--- src/rtl/pipeline_pkg.sv ---
`default_nettype none
// ============================================================================
// Module   : pipeline_pkg
// Brief    : Shared encodings for the MIPS pipeline sequencing logic.
// Revision : 1.0
// ============================================================================
package pipeline_pkg;

    localparam logic [0:0] S_RUN = 1'b0;
    localparam logic [0:0] S_MDU = 1'b1;

    localparam int FL_IFID  = 0;
    localparam int FL_IDEX  = 1;
    localparam int FL_EXMEM = 2;

    localparam logic [4:0] REG_ZERO = 5'd0;

    // $zero never carries a real dependency, so it can never cause a load-use stall.
    function automatic logic load_use_hazard(
        input logic       mem_read,
        input logic [4:0] rt_idex,
        input logic [4:0] rs_ifid,
        input logic [4:0] rt_ifid
    );
        return mem_read && (rt_idex != REG_ZERO) &&
               ((rt_idex == rs_ifid) || (rt_idex == rt_ifid));
    endfunction

endpackage
`default_nettype wire

--- src/rtl/mdu_latency_counter.sv ---
`default_nettype none
// ============================================================================
// Module   : mdu_latency_counter
// Brief    : Load / decrement / last-detect counter with a registered done pulse.
// Revision : 1.0
// ============================================================================
module mdu_latency_counter #(
    parameter int LATENCY = 32,
    parameter int CNT_W   = 6
) (
    input  logic clk,
    input  logic reset,
    input  logic load,
    output logic last,
    output logic done
);

    localparam logic [CNT_W-1:0] C_RELOAD = CNT_W'(LATENCY - 1);
    localparam logic [CNT_W-1:0] C_ONE    = CNT_W'(1);

    logic [CNT_W-1:0] r_count;
    logic             r_done;

    // A reload on the final count restarts the operation, so no done pulse then.
    always_ff @(posedge clk or negedge reset) begin
        if (!reset) begin
            r_count <= '0;
            r_done  <= 1'b0;
        end else begin
            r_done <= 1'b0;
            if (load) begin
                r_count <= C_RELOAD;
            end else if (r_count != '0) begin
                r_count <= r_count - C_ONE;
                if (r_count == C_ONE) begin
                    r_done <= 1'b1;
                end
            end
        end
    end

    assign last = (r_count == C_ONE);
    assign done = r_done;

endmodule
`default_nettype wire

--- src/rtl/hazard_stall_controller.sv ---
`default_nettype none
// ============================================================================
// Module   : hazard_stall_controller
// Brief    : Load-use / MDU stall and branch/jump flush sequencing for the 5-stage core.
// Revision : 1.0
// ============================================================================
module hazard_stall_controller
    import pipeline_pkg::*;
#(
    parameter int MDU_LATENCY = 32,
    parameter int CNT_W       = 6,
    parameter int STAT_W      = 16
) (
    input  logic              clk,
    input  logic              reset,
    input  logic              ctl_mem_read_IDEX_i,
    input  logic [4:0]        reg_rt_IDEX_i,
    input  logic [4:0]        reg_rs_IFID_i,
    input  logic [4:0]        reg_rt_IFID_i,
    input  logic              mdu_issue_i,
    input  logic              hilo_use_IFID_i,
    input  logic              jump_ID_i,
    input  logic              branch_taken_EXMEM_i,
    output logic              pc_write_o,
    output logic              ifid_write_o,
    output logic              idex_bubble_o,
    output logic [2:0]        flush_o,
    output logic              mdu_busy_o,
    output logic              mdu_done_o,
    output logic              protocol_err_o,
    output logic [STAT_W-1:0] stall_cycles_o
);

    logic [0:0]        r_state;
    logic [0:0]        w_next_state;
    logic              w_cnt_last;
    logic              w_luse;
    logic              w_mdu_stall;
    logic              w_stall;
    logic              r_protocol_err;
    logic [STAT_W-1:0] r_stall_cycles;

    mdu_latency_counter #(
        .LATENCY (MDU_LATENCY),
        .CNT_W   (CNT_W)
    ) u_mdu_cnt (
        .clk   (clk),
        .reset (reset),
        .load  (mdu_issue_i),
        .last  (w_cnt_last),
        .done  (mdu_done_o)
    );

    assign w_luse      = load_use_hazard(ctl_mem_read_IDEX_i, reg_rt_IDEX_i,
                                         reg_rs_IFID_i, reg_rt_IFID_i);
    assign w_mdu_stall = (r_state == S_MDU) && hilo_use_IFID_i;
    assign w_stall     = w_luse || w_mdu_stall;

    always_ff @(posedge clk or negedge reset) begin
        if (!reset) begin
            r_state <= S_RUN;
        end else begin
            r_state <= w_next_state;
        end
    end

    always_comb begin
        w_next_state = r_state;
        case (r_state)
            S_RUN: begin
                if (mdu_issue_i) begin
                    w_next_state = S_MDU;
                end
            end
            S_MDU: begin
                if (!mdu_issue_i && w_cnt_last) begin
                    w_next_state = S_RUN;
                end
            end
            default: w_next_state = S_RUN;
        endcase
    end

    // A taken branch squashes everything younger, so it outranks any stall.
    always_comb begin
        pc_write_o    = 1'b1;
        ifid_write_o  = 1'b1;
        idex_bubble_o = 1'b0;
        flush_o       = 3'b000;
        if (!reset) begin
            pc_write_o    = 1'b0;
            ifid_write_o  = 1'b0;
            idex_bubble_o = 1'b1;
            flush_o       = 3'b111;
        end else if (branch_taken_EXMEM_i) begin
            flush_o[FL_IFID]  = 1'b1;
            flush_o[FL_IDEX]  = 1'b1;
            flush_o[FL_EXMEM] = 1'b1;
        end else if (w_stall) begin
            pc_write_o    = 1'b0;
            ifid_write_o  = 1'b0;
            idex_bubble_o = 1'b1;
        end else if (jump_ID_i) begin
            flush_o[FL_IFID] = 1'b1;
        end
    end

    always_ff @(posedge clk or negedge reset) begin
        if (!reset) begin
            r_protocol_err <= 1'b0;
            r_stall_cycles <= '0;
        end else begin
            if (mdu_issue_i && (r_state == S_MDU)) begin
                r_protocol_err <= 1'b1;
            end
            if (w_stall && !branch_taken_EXMEM_i && (r_stall_cycles != '1)) begin
                r_stall_cycles <= r_stall_cycles + STAT_W'(1);
            end
        end
    end

    assign mdu_busy_o     = (r_state == S_MDU);
    assign protocol_err_o = r_protocol_err;
    assign stall_cycles_o = r_stall_cycles;

endmodule
`default_nettype wire

--- config.mk ---
export PLATFORM = sky130hd
export DESIGN_NAME = hazard_stall_controller
export DESIGN_NICKNAME = d
export VERILOG_FILES = /design/src/rtl/pipeline_pkg.sv /design/src/rtl/mdu_latency_counter.sv /design/src/rtl/hazard_stall_controller.sv
export SDC_FILE = /design/constraint.sdc
export NUM_CORES = 1
export LEC_CHECK = 0
export CORE_MARGIN = 5
export CORE_UTILIZATION = 41
export CTS_BUF_LIST = sky130_fd_sc_hd__clkbuf_4 sky130_fd_sc_hd__clkbuf_8 sky130_fd_sc_hd__clkbuf_16
export DETAILED_ROUTE_END_ITERATION = 12
export GPL_ROUTABILITY_DRIVEN = 0
export GPL_TIMING_DRIVEN = 0
export PLACE_DENSITY = 0.76
export SYNTH_ARGS = -nofsm -noshare
export SYNTH_HDL_FRONTEND = slang
export SYNTH_SLANG_ARGS = --single-unit
--- constraint.sdc ---
create_clock -name clk -period 1.84 [get_ports clk]
set_input_delay 0.368 -clock clk [delete_from_list [all_inputs] [get_ports clk]]
set_output_delay 0.368 -clock clk [all_outputs]
set_load 0.01 [all_outputs]
==> flow_summary_export.csv <==
group,metric,value,unit
outcome,status,"finished with violations",
outcome,violations,"setup timing",
detailed_routing,wirelength,3700,um
sta,fin_skew,0.0109,ns
cells_and_area,fill_cells,277,
setup_path,crit_path_max_incr_delay,0.24,ns
synth,yosysWarnings,0,
power,p_per_area,668,nW/um2
die,initial_utilization,42.4,%
clocking,cts_inserted_buffers,3,
setup_path,cp-start-kind,"primary input",
cells_and_area,layout-drive-gt1-share,30.3,%
cells_and_area,num-nets-final,238,
job,drv_cap,0,
detailed_routing,drt_first_pass_iters,4,
sta,setup_viol_count_final,4,
synth,ys_types,35,
sta,worst_slew_pin_slew,0.485,ns
cells_and_area,multi_input_area,843,um2
detailed_routing,via_per_inst,4.91,
die,die_area,4750,um2
die,die_h,69.0,um
sta,fin_tns_setup,-0.702,ns
power,leakage,0.984,nW
setup_path,cp_slowest_cell,"dlygate4sd2_1",
setup_path,endpoint,"flush_o[0]",
synth,synth_area_leaders,"dfrtp_1, xor2_1, xnor2_1",
die,die_x,69.0,um
setup_path,worstRegToRegCells,6,
power,ir_drop,0.000427,V
setup_path,reg2reg_slack,0.01,ns
synth,synthCells,138,
global_route,track_usage,15.6,%
synth,ys_top_cells_by_count,"dfrtp_1, nand2_1, xor2_1",
clocking,cts.clk_slew.worst_paths,0.12,ns
synth,synthArstFlopShare,100,%
clocking,clock_path_buffers,2,
synth,synthFlopType,"dfrtp_1",
synth,syn_area,1430,um2
setup_path,r2r-end,"stall_cycles_o[1]",
cells_and_area,num_antenna_cells,0,
synth,ys_seq_elements,25,
clocking,htreeDepth,1,
setup_path,criticalPathCategory,"in2out",
setup_path,end_kind,"primary output",
sta,rsz0062_at_grt,"yes",
sta,finalCritPeriodShare,111,%
setup_path,critPathMaxFanout,2,
synth,synthXorXnorAreaFrac,16.0,%
setup_path,cp-startpoint,"reg_rs_IFID_i[0]",
global_route,antenna_found_initial,0,
detailed_routing,drtAntennaViolNets,0,
synth,synth-simple-area-share,22.1,%
setup_path,worstPathCellList,"dlygate4sd2_1 > xor2_1 > nor3_2 > a22oi_1 > o21a_2 > buf_4 > a21o_1 > buf_6",
synth,synth_top_cell_by_area,"dfrtp_1",
synth,synth_top_family_by_area,"simple AND/OR/NAND/NOR gates",
synth,yosysMostFrequentCell,"dfrtp_1",
worst_hold_path,hp-class,"in2reg",
synth,syn_area_per_cell,10.3,um2
detailed_routing,drt_iter0_drc,75,
setup_path,cp.required,1.47,ns
setup_path,rr_startpoint,"stall_cycles_o[1]",
global_route,grt_pass1_vias,1283,
setup_path,critPathBufInv,3,
cells_and_area,fin_util,65.5,%
cells_and_area,syn_to_final_growth,54.6,%
setup_path,crit_family,"compound AO/OA/AOI/OAI gates",
synth,synth_compound_area_share,9.04,%
sta,final_hold_viol_count,0,
clocking,clk_latency,0.31,ns
global_route,overflow,0,
synth,synth_nets,164,
detailed_routing,vias,1261,
die,core,3360,um2
synth,synth.yosys.seq_area_share,43.9,%
clocking,cts-root-buf,"clkbuf_4",
synth,synthAdderAreaFrac,3.51,%
synth,synth_top_area_share,43.9,%
synth,synthMuxAreaShare,2.55,%
global_route,grt_first_pass_wirelength,5720,um
cells_and_area,register_area,627,um2
sta,period_needed,2.04,ns
sta,max_slew_margin,67.6,%
setup_path,worstSetupPathDepth,8,
global_route,grt_max_degree,26,
die,ios,47,
placed_design,hpwl,2560,um
detailed_routing,routedWlPerCell,14.4,um
sta,max_freq,490,MHz
clocking,clock_sinks,25,
clocking,cts_tree,"yes",
placed_design,port_buffers,45,
placed_design,dp_slack,-1.16,ns
die,rows,21,
sta,timing.final.ws_setup,-0.202,ns
sta,slew_viol_final,0,
detailed_routing,route.detailed.drc,0,
synth,synth-edff-count,0,
setup_path,arrival,1.67,ns
[worst min path at each step]
stage | from | slack [ns] | endpoint | cells past startpoint
6_report | mdu_issue_i | 0.42 | u_mdu_cnt.r_count[5] | 2
5_1_grt | mdu_issue_i | 0.45 | u_mdu_cnt.r_count[4] | 2
4_1_cts | mdu_issue_i | 0.41 | u_mdu_cnt.r_count[5] | 2
3_5_place_dp | protocol_err_o | 0.45 | protocol_err_o | 1
3_3_place_gp | protocol_err_o | 0.44 | protocol_err_o | 1
2_1_floorplan | reset | 0.07 | mdu_busy_o | 0
[power by group]
group          internal [W]  switching, W
clock network     0.0000811      0.000157
registers          0.000614     0.0000915
logic              0.000310      0.000220
total               0.00100      0.000468
[metrics by stage]
step	instance area, um2	hold WS (ns)	cells	total power (W)
after CTS	2100	0.415	247	0.00141
final	2200	0.418	257	0.00147
after global routing	2200	0.449	257	0.00156
after floorplan	1440	0.0724	138	0.000888
after global placement	1950	0.441	229	0.00111
after detailed placement	1950	0.448	229	0.00113
[kinds of logic (layout without fill, tap and decap cells)]
kind of cell / Yosys count / count (layout)
flip-flops: 25 / 25
buffers and inverters: 9 / 81
multiplexers: 3 / 3
adder cells (fa/ha/maj): 4 / 4
AND/OR/NAND/NOR: 55 / 56
AO/OA/AOI/OAI: 16 / 16
XOR/XNOR: 26 / 26
[worst register-to-register path: cells and delay by family, from the launching register on]
kind	cells	cell delay, ns
AO/OA/AOI/OAI	1	0.46
multiplexers	1	0.31
adder cells (fa/ha/maj)	1	0.18
AND/OR/NAND/NOR	3	0.32
flip-flops	1	0.46
[cell usage in the layout (no fill, tap or decap), types with 2 or more instances in the layout]
cell type        count
ha_1                 3
nand3b_1             2
or3_1                3
nand2_1             14
o21ai_0              3
buf_2                4
nand4_1              4
dlymetal6s2s_1       2
buf_6                4
xor2_1              14
clkbuf_4             3
nor3_1               5
dfrtp_1             24
buf_4               23
a21o_1               4
inv_1                6
nor3_2               3
nor2_2               2
buf_8                2
nand3_1              4
nand2b_1             4
clkbuf_2             6
a21oi_1              3
clkdlybuf4s15_1      4
nor2_1               5
clkdlybuf4s50_1     22
xnor2_1             12
[metal layers]
metal	routed length [um]	global-route usage (%)	part of all wire, %
met1	1560	18.6	42
met2	1950	29.4	53
met3	168	3.24	4.5
met4	18	2.19	0.49
met5	0	0	0
[state kept, by name, summed over array words and instances (netlist names)]
signal             flops
u_mdu_cnt.r_count      6
stall_cycles_o        16
protocol_err_o         1
u_mdu_cnt.done         1
mdu_busy_o             1
[final cells by class]
cell class	count	area share, %
clock buffers	3	1.02
inverters	6	1.02
flip-flops and latches	25	28.4
repair buffers	68	27.5
well taps	46	2.61
plain buffers	3	0.852
multi-input cells	105	38.3
clock inverters	1	0.227
[what timing repair did]
action | in CTS | in global routing
cloned | 1 | 0
resized for setup | 68 | 23
pin swaps | 12 | 19
setup buffers | 11 | 10
hold endpoints to repair | 25 | 0
endpoints found under the setup margin | 20 | 12
hold buffers | 2 | 0
(Power assumes the default switching activity.)
